$ cat config.mk
export PLATFORM = sky130hd
export DESIGN_NAME = pdm_mic_tx
export DESIGN_NICKNAME = d
export VERILOG_FILES = /design/src/rtl/pdm_mic_tx.sv
export SDC_FILE = /design/constraint.sdc
export NUM_CORES = 1
export LEC_CHECK = 0
export BUFFER_PORTS_ARGS = -buffer_cell sky130_fd_sc_hd__buf_2
export CORE_AREA = 3 3 74 128
export DETAILED_ROUTE_END_ITERATION = 10
export DIE_AREA = 0 0 77 131
export PLACE_DENSITY = 0.78
export SYNTH_ARGS = -nofsm -noshare
export SYNTH_HDL_FRONTEND = slang
export SYNTH_SLANG_ARGS = --single-unit
$ cat constraint.sdc
create_clock -name clk -period 2.52 [get_ports clk]
set_input_delay 0 -clock clk [delete_from_list [all_inputs] [get_ports clk]]
set_output_delay 0 -clock clk [all_outputs]
set_load 0.005 [all_outputs]
$ cat src/rtl/pdm_mic_tx.sv
// PDM microphone emulator: buffers signed PCM samples and drives a first-order
// sigma-delta bit stream, one bit per synchronized rising edge of mic_clk.
`timescale 1ns/1ps
module pdm_mic_tx #(
    parameter int PCM_WIDTH       = 16,
    parameter int FIFO_DEPTH      = 4,
    parameter int BITS_PER_SAMPLE = 64,
    parameter int SYNC_STAGES     = 2
) (
    input  logic                          clk,
    input  logic                          reset,
    input  logic [PCM_WIDTH-1:0]          pcm_in,
    input  logic                          pcm_valid,
    output logic                          pcm_ready,
    input  logic                          mic_clk,
    output logic                          mic_pdm_data,
    output logic                          underrun,
    input  logic                          underrun_clr,
    output logic [$clog2(FIFO_DEPTH):0]   fifo_level
);

    localparam int AW = $clog2(FIFO_DEPTH);
    localparam int LW = AW + 1;
    localparam int CW = (BITS_PER_SAMPLE > 1) ? $clog2(BITS_PER_SAMPLE) : 1;
    localparam logic [PCM_WIDTH-1:0] MIDSCALE = {1'b1, {(PCM_WIDTH-1){1'b0}}};
    localparam logic [CW-1:0]        LAST_BIT = CW'(BITS_PER_SAMPLE - 1);
    localparam logic [LW-1:0]        FULL_LVL = LW'(FIFO_DEPTH);

    // mic_clk synchronizer, history flop and registered rising-edge strobe
    logic [SYNC_STAGES-1:0] sync_q;
    logic                   hist_q;
    logic                   edge_stb;

    always_ff @(posedge clk or posedge reset) begin
        if (reset) begin
            sync_q   <= '0;
            hist_q   <= 1'b0;
            edge_stb <= 1'b0;
        end else begin
            sync_q   <= {sync_q[SYNC_STAGES-2:0], mic_clk};
            hist_q   <= sync_q[SYNC_STAGES-1];
            edge_stb <= sync_q[SYNC_STAGES-1] & ~hist_q;
        end
    end

    // Handshake: a sample is written on any clk edge where pcm_valid && pcm_ready;
    // pcm_ready depends only on the level register, never on pcm_valid.
    logic [PCM_WIDTH-1:0] mem [FIFO_DEPTH];
    logic [AW-1:0]        wr_ptr;
    logic [AW-1:0]        rd_ptr;
    logic [CW-1:0]        bit_cnt;
    logic                 push;
    logic                 pop;
    logic                 boundary;
    logic                 fifo_empty;

    assign pcm_ready  = (fifo_level != FULL_LVL);
    assign fifo_empty = (fifo_level == '0);
    assign push       = pcm_valid & pcm_ready;
    assign boundary   = edge_stb & (bit_cnt == LAST_BIT);
    // Pop looks only at the registered level, so a same-cycle push cannot satisfy it.
    assign pop        = boundary & ~fifo_empty;

    always_ff @(posedge clk) begin
        if (push) begin
            mem[wr_ptr] <= pcm_in;
        end
    end

    always_ff @(posedge clk or posedge reset) begin
        if (reset) begin
            wr_ptr     <= '0;
            rd_ptr     <= '0;
            fifo_level <= '0;
        end else begin
            if (push) begin
                wr_ptr <= wr_ptr + 1'b1;
            end
            if (pop) begin
                rd_ptr <= rd_ptr + 1'b1;
            end
            case ({push, pop})
                2'b10:   fifo_level <= fifo_level + 1'b1;
                2'b01:   fifo_level <= fifo_level - 1'b1;
                default: fifo_level <= fifo_level;
            endcase
        end
    end

    // First-order modulator: the carry out of acc + cur is the output bit.
    logic [PCM_WIDTH-1:0] acc;
    logic [PCM_WIDTH-1:0] cur;
    logic [PCM_WIDTH:0]   sum;

    assign sum = {1'b0, acc} + {1'b0, cur};

    always_ff @(posedge clk or posedge reset) begin
        if (reset) begin
            acc          <= '0;
            cur          <= MIDSCALE;
            bit_cnt      <= '0;
            mic_pdm_data <= 1'b0;
        end else if (edge_stb) begin
            acc          <= sum[PCM_WIDTH-1:0];
            mic_pdm_data <= sum[PCM_WIDTH];
            bit_cnt      <= (bit_cnt == LAST_BIT) ? '0 : bit_cnt + 1'b1;
            if (pop) begin
                cur <= mem[rd_ptr] ^ MIDSCALE;
            end
        end
    end

    always_ff @(posedge clk or posedge reset) begin
        if (reset) begin
            underrun <= 1'b0;
        end else if (boundary && fifo_empty) begin
            underrun <= 1'b1;
        end else if (underrun_clr) begin
            underrun <= 1'b0;
        end
    end

endmodule

==> results.md, run 1 <==
* Final Hold Violating Endpoints at 0
* Final-report setup violation count at 0
* Number of instances in the synthesized netlist at 338
* Area fraction in compound gates after synthesis at 0.0681
* Worst Hold Margin at 0.0206 ns
* HPWL after detailed placement at 5880 µm
* Share of total power in the clock network at 0.459
* Number of post-CTS setup repair buffers at 0
* Post-Place Worst Slack at 0.149 ns
* Worst Slack Setup Final at 0.128 ns
* Antenna Nets Post-Route at 0
* Top-level port count at 27
* Leading cell types in the layout, fill and taps excluded: 64 x edfxtp_1, 50 x dfrtp_1, 28 x mux2_2, 26 x buf_2, 22 x ha_1
* Switching pwr at 1.31 mW
* Bufs on Longest Clock Path at 2
* Design area at 6270 µm²
* Share of cells above drive strength 1 at 0.288
* Gates resized, CTS repair at 0
* Final Core Density at 0.728
* Status: complete, no violations
* Fraction of synthesized cell area taken by the top area cell type at 0.373
* Total global-route track usage at 0.209
* Cell types occupying the most area after synthesis: edfxtp_1 37%, dfrtp_1 24%, mux4_2 7.0%
* Commonest non-fill, non-tap cell in the layout: edfxtp_1
* Wire length reported by the detailed router at 9490 µm
* Vias in the first global route at 3200
* Area leader, netlist: edfxtp_1
* Synthesized netlist net count at 383
* Fin Clk Skew at 0.00471 ns
* Maximum net fanout on the critical path at 4
* Cell at the root of the clock tree: clkbuf_16
* Post-layout net count at 445
* Fraction of power spent switching nets at 0.233
* DIE WIDTH at 77 µm
* Detailed-route DRC error count at 0
* Final critical path time including I/O delays and setup at 2.39 ns
* Post-Synthesis Mean Instance Area at 15.2 µm²
* Site row count at 45
* Setup TNS at 0 ns
* Number of enable-type register cells in the synthesized netlist at 64
* Leakage Power at 2.64 nW
* Area occupied by multi-input gates at 1840 µm²
* Antenna violations before repair at 0
* Flop pwr share at 0.434
* Post-synthesis sequential element count at 115
* Total of max-cap violations at 0
* Fmax at 418 MHz
* Worst setup EP type: register
* Share of the yosys chip area belonging to registers at 0.622
* Count of pins over their slew limit at 0
* Total power at 5.61 mW
* Number of buffers inserted by port buffering at 26
* Area used by sequential logic in the layout at 3200 µm²
* CTS Hold Buffers Added at 19
* Worst path required time at 2.81 ns
* Non-filler cells, final at 530
* Post-Syn Area at 5150 µm²
* Detailed-route vias per instance at 5.67
* Worst hold path class: input pin to register
* Global-route wire length before repair at 15800 µm
* Number of warning messages in the yosys log at 0
* Worst EP arrival at 2.68 ns
* Maximum number of pins on one net before global-route repair at 30
* Actual slew at the worst max-slew pin at 0.624 ns
* Starting Density at 0.597
* Source-to-sink clock delay at the later pin of the worst-skew pair at 0.40 ns
* Area post-placement at 5440 µm²
* Clock Sink Count at 115
* Area share of xor/xnor cells in the synthesized design at 0.0391
* TritonCTS buffer count at 17
* Distinct cell type count after synthesis at 48
* Combinational group share of total power at 0.107
* Total Die Area at 10100 µm²
* Async SR Flop Fraction at 0.443
* RSZ-0062 raised after global routing: false
* DR vias at 3005
* Adder and majority gate portion of the synthesized area at 0.0613
* Internal power of the cells at 4.31 mW
* Number of H-tree branching levels at 4
* Critical path class: register to register
* VDD IR-drop max at 1.04 mV
* Drt initial violations at 176
* Ratio of total power to cell area at 895 nW/µm²
* Ys flop type: edfxtp_1
* Number of antenna repair diodes at 0
* Remaining global-route overflow at 0
* Layout area overhead at 21.9%
* Routability congestion estimate from global placement at 0.838
* TritonCTS clock tree: yes
* Area inside the core boundary at 8610 µm²
* Die extent in y at 131 µm
* Initial DRT Pass Iterations at 5
* Number of cells after detailed placement at 479
* Combinational family with the most area after synthesis: multiplexers
* Mux share of post-synthesis cell area at 0.137
* Number of inserted filler cells in the final layout at 527
* Fin crit share at 0.949
* Reg clk slew, reported paths at 0.05 ns
* Worst-case headroom to the max-slew limit at 0.583
* Wire length per cell after detailed routing at 17.9 µm
* Element type at the critical path start: register
* Simple-gate share of the synthesized area at 0.0511
[cells in the mapped netlist, types with 2 or more instances]
master     n
a21oi_1   17
a311oi_1   2
and2_1     2
and3_1     4
buf_1      2
buf_2      8
dfrtp_1   50
edfxtp_1  64
fa_1       2
ha_1      22
inv_1     14
mux2_2    28
mux2i_1    3
mux4_2    16
nand2_1   15
nand3_1    6
nand4_1    4
nor2_1    10
nor2b_1    4
nor3_1     2
o211ai_1   2
o21a_1     2
o21ai_0   10
o21bai_1   2
o31ai_1    3
xnor2_1   12
xor2_1    11
[worst paths after layout]
| check | start | end | slack, ns | depth (start not counted) |
|---|---|---|---|---|
| max | acc[0] | acc[14] | 0.13 | 8 |
| min | pcm_valid | wr_ptr[0] | 0.02 | 3 |
| max reg2reg | acc[0] | acc[14] | 0.13 | 8 |
| min reg2reg | sync_q[0] | sync_q[1] | 0.35 | 0 |
| max in group asynchronous | reset | cur[6] | 1.63 | 4 |
| min in group asynchronous | reset | sync_q[0] | 0.24 | 3 |
[cell type report]
class / count / area share
Inverter: 14 / 0.00838
Tap cell: 117 / 0.0233
Clock buffer: 18 / 0.0684
Clock inverter: 14 / 0.0335
Timing Repair Buffer: 55 / 0.0630
Multi-Input combinational cell: 197 / 0.293
Sequential cell: 115 / 0.510
[cells by family (layout without fill, tap and decap cells)]
logic type,after synthesis,count (layout)
AND/OR/NAND/NOR,52,52
adder cells (fa/ha/maj),24,24
multiplexers,47,47
buffers and inverters,26,101
AO/OA/AOI/OAI,51,51
XOR/XNOR,23,23
flip-flops,115,115
[worst max-delay path, stage by stage, from the launching register on]
cell	delay (ns)
dfrtp_1	0.38
ha_1	0.23
fa_1	0.40
a21oi_1	0.26
o221ai_2	0.19
a311oi_1	0.28
o21bai_1	0.12
xor2_1	0.14
mux2_2	0.26
[flip-flops by register name, summed over array words and instances (netlist names)]
name	count
fifo_level	3
mic_pdm_data	1
acc	16
hist_q	1
sync_q	2
wr_ptr	2
rd_ptr	2
bit_cnt	6
underrun	1
mem	64
edge_stb	1
cur	16
[power by group through the flow]
stage	sequential (mW)	combinational, mW	clock (mW)
global route	2.47	0.675	2.69
detailed placement	2.46	0.566	0
global placement	2.44	0.545	0
finish	2.44	0.598	2.58
CTS	2.44	0.608	2.60
floorplan	2.43	0.366	0
[layer usage]
metal,up-vias,track usage,share of wire,routed length [µm]
met5,-,0,0,0
met4,0,0.0912,0.019,184
met3,21,0.0549,0.038,365
met2,83,0.370,0.56,5280
met1,1502,0.239,0.39,3660
li1,1399,-,-,-
Power figures use the tool's default switching activity.
==> run 2, diff against run 1 <==
==> constraint.sdc (replaced) <==
create_clock -name clk -period 2.52 [get_ports clk]
set_input_delay 0 -clock clk [delete_from_list [all_inputs] [get_ports clk]]
set_output_delay 0 -clock clk [all_outputs]
set_load 0.05 [all_outputs]
==> results.md, run 2 (synthesis gave the netlist of run 1 again) <==
* Most Used Layer, Global Route: met2
* Final Core Density at 0.732 (+0.00363)
* Worst setup EP type: register
* Commonest non-fill, non-tap cell in the layout: edfxtp_1
* TritonCTS clock tree: yes
* Leakage Power at 2.65 nW (+0.24%)
* Top-level port count at 27 (unchanged)
* Design area at 6300 µm² (+0.50%)
* Final critical path time including I/O delays and setup at 2.34 ns (-0.0505 ns)
* Worst reg-to-reg path cell count at 7 (-1)
* Fin crit share at 0.929 (-0.0200)
* Maximum number of pins on one net before global-route repair at 36 (+20%)
* Met2 global-route usage at 0.428 (+0.0576)
* VDD IR-drop max at 1.02 mV (-2.1%)
* Total power at 5.87 mW (+4.5%)
* Bufs on Longest Clock Path at 2 (unchanged)
* Antenna violations before repair at 0 (unchanged)
* Number of cells after detailed placement at 479 (unchanged)
* Final Hold Violating Endpoints at 0 (unchanged)
* Worst-case headroom to the max-slew limit at 0.517 (-0.0662)
* TritonCTS buffer count at 17 (unchanged)
* Critical path class: register to register
* Detailed-route DRC error count at 0 (unchanged)
* Total of max-cap violations at 0 (unchanged)
* Reg clk slew, reported paths at 0.05 ns (about the same)
* Final-report setup violation count at 0 (unchanged)
* Die extent in y at 131 µm (unchanged)
* Number of H-tree branching levels at 4 (unchanged)
* Routability congestion estimate from global placement at 0.885 (+5.6%)
* Element type at the critical path start: register
* Worst EP arrival at 2.63 ns (-0.05 ns)
* Total global-route track usage at 0.231 (+0.0222)
* Total Die Area at 10100 µm² (unchanged)
* DIE WIDTH at 77 µm (unchanged)
* DR vias at 3033 (+0.93%)
* Source-to-sink clock delay at the later pin of the worst-skew pair at 0.41 ns (about the same)
* Max FFs per register at 64 (unchanged)
* Fin Clk Skew at 0.00698 ns (+0.00227 ns)
* Wire length reported by the detailed router at 10400 µm (+9.8%)
* Fmax at 427 MHz (+2.2%)
* Biggest regs: mem (64), acc (16), cur (16)
* Setup TNS at 0 ns (unchanged)
* Antenna Nets Post-Route at 0 (unchanged)
* Leading cell types in the layout, fill and taps excluded: 64 x edfxtp_1, 50 x dfrtp_1, 28 x mux2_2, 26 x buf_2, 22 x ha_1
* Worst path required time at 2.81 ns (about the same)
* Site row count at 45 (unchanged)
* Non-filler cells, final at 530 (unchanged)
* Sink of the worst hold path: wr_ptr[0]
* Global routing met1 resource utilization at 0.243 (+0.00326)
* Vias in the first global route at 3309 (+3.4%)
* Global-route wire length before repair at 17200 µm (+8.3%)
* Cell at the root of the clock tree: clkbuf_16
* Drt initial violations at 156 (-11%)
* Worst Slack Setup Final at 0.179 ns (+0.0505 ns)
* Ratio of total power to cell area at 931 nW/µm² (+4.0%)
* Layout area overhead at 22.5%
* Remaining global-route overflow at 0 (unchanged)
* Number of inserted filler cells in the final layout at 493 (-6.5%)
* Number of post-CTS setup repair buffers at 0 (unchanged)
* Reg2reg start: acc[10]
* Area post-placement at 5450 µm² (about the same)
* Post-Place Worst Slack at 0.132 ns (-0.0170 ns)
* Post-layout net count at 445 (unchanged)
* Wire length per cell after detailed routing at 19.7 µm (+9.8%)
* Starting Density at 0.597 (unchanged)
* Worst Hold Margin at 0.0798 ns (+0.0592 ns)
* Initial DRT Pass Iterations at 4 (-1)
* Count of pins over their slew limit at 0 (unchanged)
* Number of stages on the worst hold path at 3 (unchanged)
* Endpoint of the lowest-slack register-to-register path: acc[13]
* Worst hold path class: input pin to register
* Number of buffers inserted by port buffering at 26 (unchanged)
* Area inside the core boundary at 8610 µm² (unchanged)
* Register ranked first by flip-flop count: mem
* Reg-to-reg slack, setup at 0.18 ns (+0.05 ns)
* Number of antenna repair diodes at 0 (unchanged)
* RSZ-0062 raised after global routing: false
* Met3 demand-to-capacity share in global routing at 0.0583 (+0.00343)
* Worst hold path startpoint: pcm_valid
* HPWL after detailed placement at 5810 µm (-1.1%)
* Actual slew at the worst max-slew pin at 0.723 ns (+0.0991 ns)
* Detailed-route vias per instance at 5.72 (+0.93%)
* Share of cells above drive strength 1 at 0.291 (+0.00242)
* Status: complete, no violations
* Maximum net fanout on the critical path at 7 (+3)
* Clock Sink Count at 115 (unchanged)
==> run 2: repair_timing <==
action,CTS,global route
endpoints found under the hold margin,98,0
setup endpoints to repair,0,1
hold buffers,19,0
resized for setup,0,1
==> run 2: layout make-up <==
cell class	count	area, µm²	share of cell area
Clock inverter	15	236	0.0375
Multi-Input combinational cell	197	1850	0.293
Timing Repair Buffer	55	395	0.0627
Sequential cell	115	3200	0.507
Inverter	14	52.6	0.00833
Tap cell	117	146	0.0232
Clock buffer	17	425	0.0675
==> run 2: worst max-delay path by stage <==
stage	slack [ns]	start	end	cells past startpoint
2_1_floorplan	0.03	fifo_level[1]	fifo_level[2]	10
4_1_cts	0.11	acc[0]	acc[14]	8
3_3_place_gp	0.18	acc[0]	acc[14]	8
3_5_place_dp	0.13	acc[0]	acc[14]	8
5_1_grt	0.06	acc[0]	acc[14]	8
6_report	0.18	acc[10]	acc[13]	7
==> run 2: critical path: stages, from the launching register on <==
cell and delay [ns]:
dfrtp_1 0.39, ha_1 0.40, a21oi_1 0.23, o211ai_1 0.12
a311oi_1 0.43, o32ai_1 0.20, xor2_1 0.17, mux2_2 0.28
==> run 2: layer usage <==
layer,vias up,wire (µm),part of all wire
met2,95,5970,0.57
met4,0,363,0.035
met1,1510,3730,0.36
li1,1397,-,-
met5,-,0,0
met3,31,356,0.034
==> run 2: report_power, final <==
part / switching, mW / total [mW] / internal (mW)
clock network: 0.838 / 2.68 / 1.84
registers: 0.141 / 2.45 / 2.31
logic: 0.480 / 0.739 / 0.258
total: 1.46 / 5.87 / 4.41
==> run 3, diff against run 2 <==
--- a/config.mk
+++ b/config.mk
@@ -7,9 +7,12 @@
 export LEC_CHECK = 0
 export BUFFER_PORTS_ARGS = -buffer_cell sky130_fd_sc_hd__buf_2
 export CORE_AREA = 3 3 74 128
+export CTS_CLUSTER_DIAMETER = 120
+export CTS_CLUSTER_SIZE = 25
 export DETAILED_ROUTE_END_ITERATION = 10
 export DIE_AREA = 0 0 77 131
 export PLACE_DENSITY = 0.78
+export SETUP_SLACK_MARGIN = 0.4
 export SYNTH_ARGS = -nofsm -noshare
 export SYNTH_HDL_FRONTEND = slang
 export SYNTH_SLANG_ARGS = --single-unit
==> results.md, run 3 (synthesis gave the netlist of run 1 again) <==
* Wire length per cell after detailed routing at 18.6 µm (-5.4%)
* Number of inserted filler cells in the final layout at 512 (+3.9%)
* Max FFs per register at 64 (unchanged)
* TritonCTS clock tree: yes
* Maximum number of pins on one net before global-route repair at 33 (-8.3%)
* Remaining global-route overflow at 0 (unchanged)
* Setup TNS at 0 ns (unchanged)
* Starting Density at 0.597 (unchanged)
* Number of buffers inserted by port buffering at 26 (unchanged)
* Detailed-route DRC error count at 0 (unchanged)
* Total global-route track usage at 0.212 (-0.0185)
* Critical path class: register to register
* Worst setup EP type: register
* Initial DRT Pass Iterations at 4 (unchanged)
* Endpoint of the lowest-slack register-to-register path: acc[14]
* Max stage delay on crit path at 0.38 ns (-0.05 ns)
* Bufs on Longest Clock Path at 2 (unchanged)
* HPWL after detailed placement at 5930 µm (+2.1%)
* Routability congestion estimate from global placement at 0.867 (-2.0%)
* Biggest regs: mem (64), acc (16), cur (16)
* Total power at 5.71 mW (-2.7%)
* Detailed-route vias per instance at 5.63 (-1.6%)
* Worst reg-to-reg path cell count at 8 (+1)
* DIE WIDTH at 77 µm (unchanged)
* Fin Clk Skew at 0.0102 ns (+0.00325 ns)
* Final Hold Violating Endpoints at 0 (unchanged)
* Commonest non-fill, non-tap cell in the layout: edfxtp_1
* Antenna Nets Post-Route at 0 (unchanged)
* Worst path cell trace: ha_2, fa_2, a21oi_4, o221ai_2, a311oi_1, o21bai_1, xor2_1, mux2_2
* Worst Hold Margin at 0.244 ns (+0.165 ns)
* Area occupied by multi-input gates at 1940 µm² (+5.1%)
* Maximum net fanout on the critical path at 3 (-4)
* Worst path required time at 2.81 ns (about the same)
* VDD IR-drop max at 0.886 mV (-13%)
* Worst path slowest cell: dfrtp_1
* DR vias at 3030 (-0.099%)
* Final-report setup violation count at 0 (unchanged)
* Site row count at 45 (unchanged)
* Worst hold path class: input pin to register
* Status: complete, no violations
* Number of cells after detailed placement at 477 (-0.42%)
* Worst hold path startpoint: mic_clk
* Register ranked first by flip-flop count: mem
* Share of cells above drive strength 1 at 0.368 (+0.0776)
* Area used by sequential logic in the layout at 3200 µm² (+0.12%)
* Element type at the critical path start: register
* Non-filler cells, final at 538 (+1.5%)
* Design area at 6430 µm² (+2.0%)
* Reg2reg start: acc[0]
* Vias in the first global route at 3232 (-2.3%)
* Post-layout net count at 453 (+1.8%)
* Drt initial violations at 164 (+5.1%)
* Worst-case headroom to the max-slew limit at 0.441 (-0.0767)
* Cell at the root of the clock tree: clkbuf_16
* Reg-to-reg slack, setup at 0.38 ns (+0.20 ns)
* Die extent in y at 131 µm (unchanged)
* Final critical path time including I/O delays and setup at 2.14 ns (-0.204 ns)
* Actual slew at the worst max-slew pin at 0.839 ns (+0.116 ns)
* Count of pins over their slew limit at 0 (unchanged)
* Area inside the core boundary at 8610 µm² (unchanged)
* Source-to-sink clock delay at the later pin of the worst-skew pair at 0.41 ns (about the same)
* Global-route wire length before repair at 15900 µm (-7.6%)
* Number of antenna repair diodes at 0 (unchanged)
* Sink of the worst hold path: sync_q[0]
* Total of max-cap violations at 0 (unchanged)
* Number of H-tree branching levels at 4 (unchanged)
* Reg clk slew, reported paths at 0.05 ns (about the same)
* TritonCTS buffer count at 17 (unchanged)
* Worst EP arrival at 2.43 ns (-0.20 ns)
* Leakage Power at 2.66 nW (+0.33%)
* Fmax at 468 MHz (+9.6%)
* Number of stages on the worst hold path at 2 (-1)
* Top-level port count at 27 (unchanged)
* Ratio of total power to cell area at 887 nW/µm² (-4.7%)
* Total Die Area at 10100 µm² (unchanged)
* Layout area overhead at 25.0%
* Area post-placement at 5450 µm² (about the same)
* Clock Sink Count at 115 (unchanged)
* RSZ-0062 raised after global routing: true
* Antenna violations before repair at 0 (unchanged)
* Wire length reported by the detailed router at 10000 µm (-3.9%)
* Fin crit share at 0.848 (-0.0810)
* Leading cell types in the layout, fill and taps excluded: 64 x edfxtp_1, 47 x dfrtp_1, 28 x mux2_2, 26 x buf_2, 20 x dlygate4sd3_1
run 3: worst max-delay path by stage:
stage / startpoint / to / depth (start not counted) / slack, ns
global placement: acc[0] / acc[14] / 8 / 0.32
detailed placement: acc[0] / acc[14] / 8 / 0.28
CTS: acc[0] / acc[14] / 8 / 0.29
floorplan: fifo_level[0] / fifo_level[2] / 10 / 0.36
finish: acc[0] / acc[14] / 8 / 0.38
global route: acc[0] / acc[14] / 8 / 0.29
run 3: critical path, delay by kind of cell, from the launching register on:
kind            cells  cell delay, ns
compound gates      4            0.67
xor+xnor            1            0.15
fa+ha+maj           2            0.57
flops               1            0.38
mux                 1            0.26
run 3: what timing repair did:
| action | in CTS | in global routing |
|---|---|---|
| gates cloned | 0 | 0 |
| hold buffers | 20 | 0 |
| setup endpoints to repair | 5 | 9 |
| hold endpoints to repair | 99 | 0 |
| gates resized for setup | 6 | 14 |
| setup buffers | 5 | 4 |
| pin swaps | 7 | 6 |
run 3: layout make-up:
type	count	area share
flip-flops and latches	115	0.498
multi-input cells	197	0.302
repair buffers	63	0.0712
clock buffers	17	0.0661
clock inverters	15	0.0319
well taps	117	0.0228
inverters	14	0.00817
run 3: layer usage:
metal  up-vias  wire length (µm)  track usage
li1       1410                 -            -
met2        72              5610        0.392
met1      1523              3780        0.221
met3        25               334       0.0576
met4         0               288        0.109
met5         -                 0            0
run 3: stage by stage:
step	worst slack [ns]	utilization
after floorplan	0.355	-
after global placement	0.316	0.633
after detailed placement	0.278	0.633
after CTS	0.293	0.737
after global routing	0.292	0.747
final	0.383	0.747
run 3: power by group:
group          switching, mW  internal [mW]  total, mW  leakage [nW]
Combinational          0.472          0.283      0.755          1.10
Clock                  0.848           1.66       2.51         0.300
Sequential             0.135           2.31       2.45          1.26
Total                   1.46           4.25       5.71          2.66
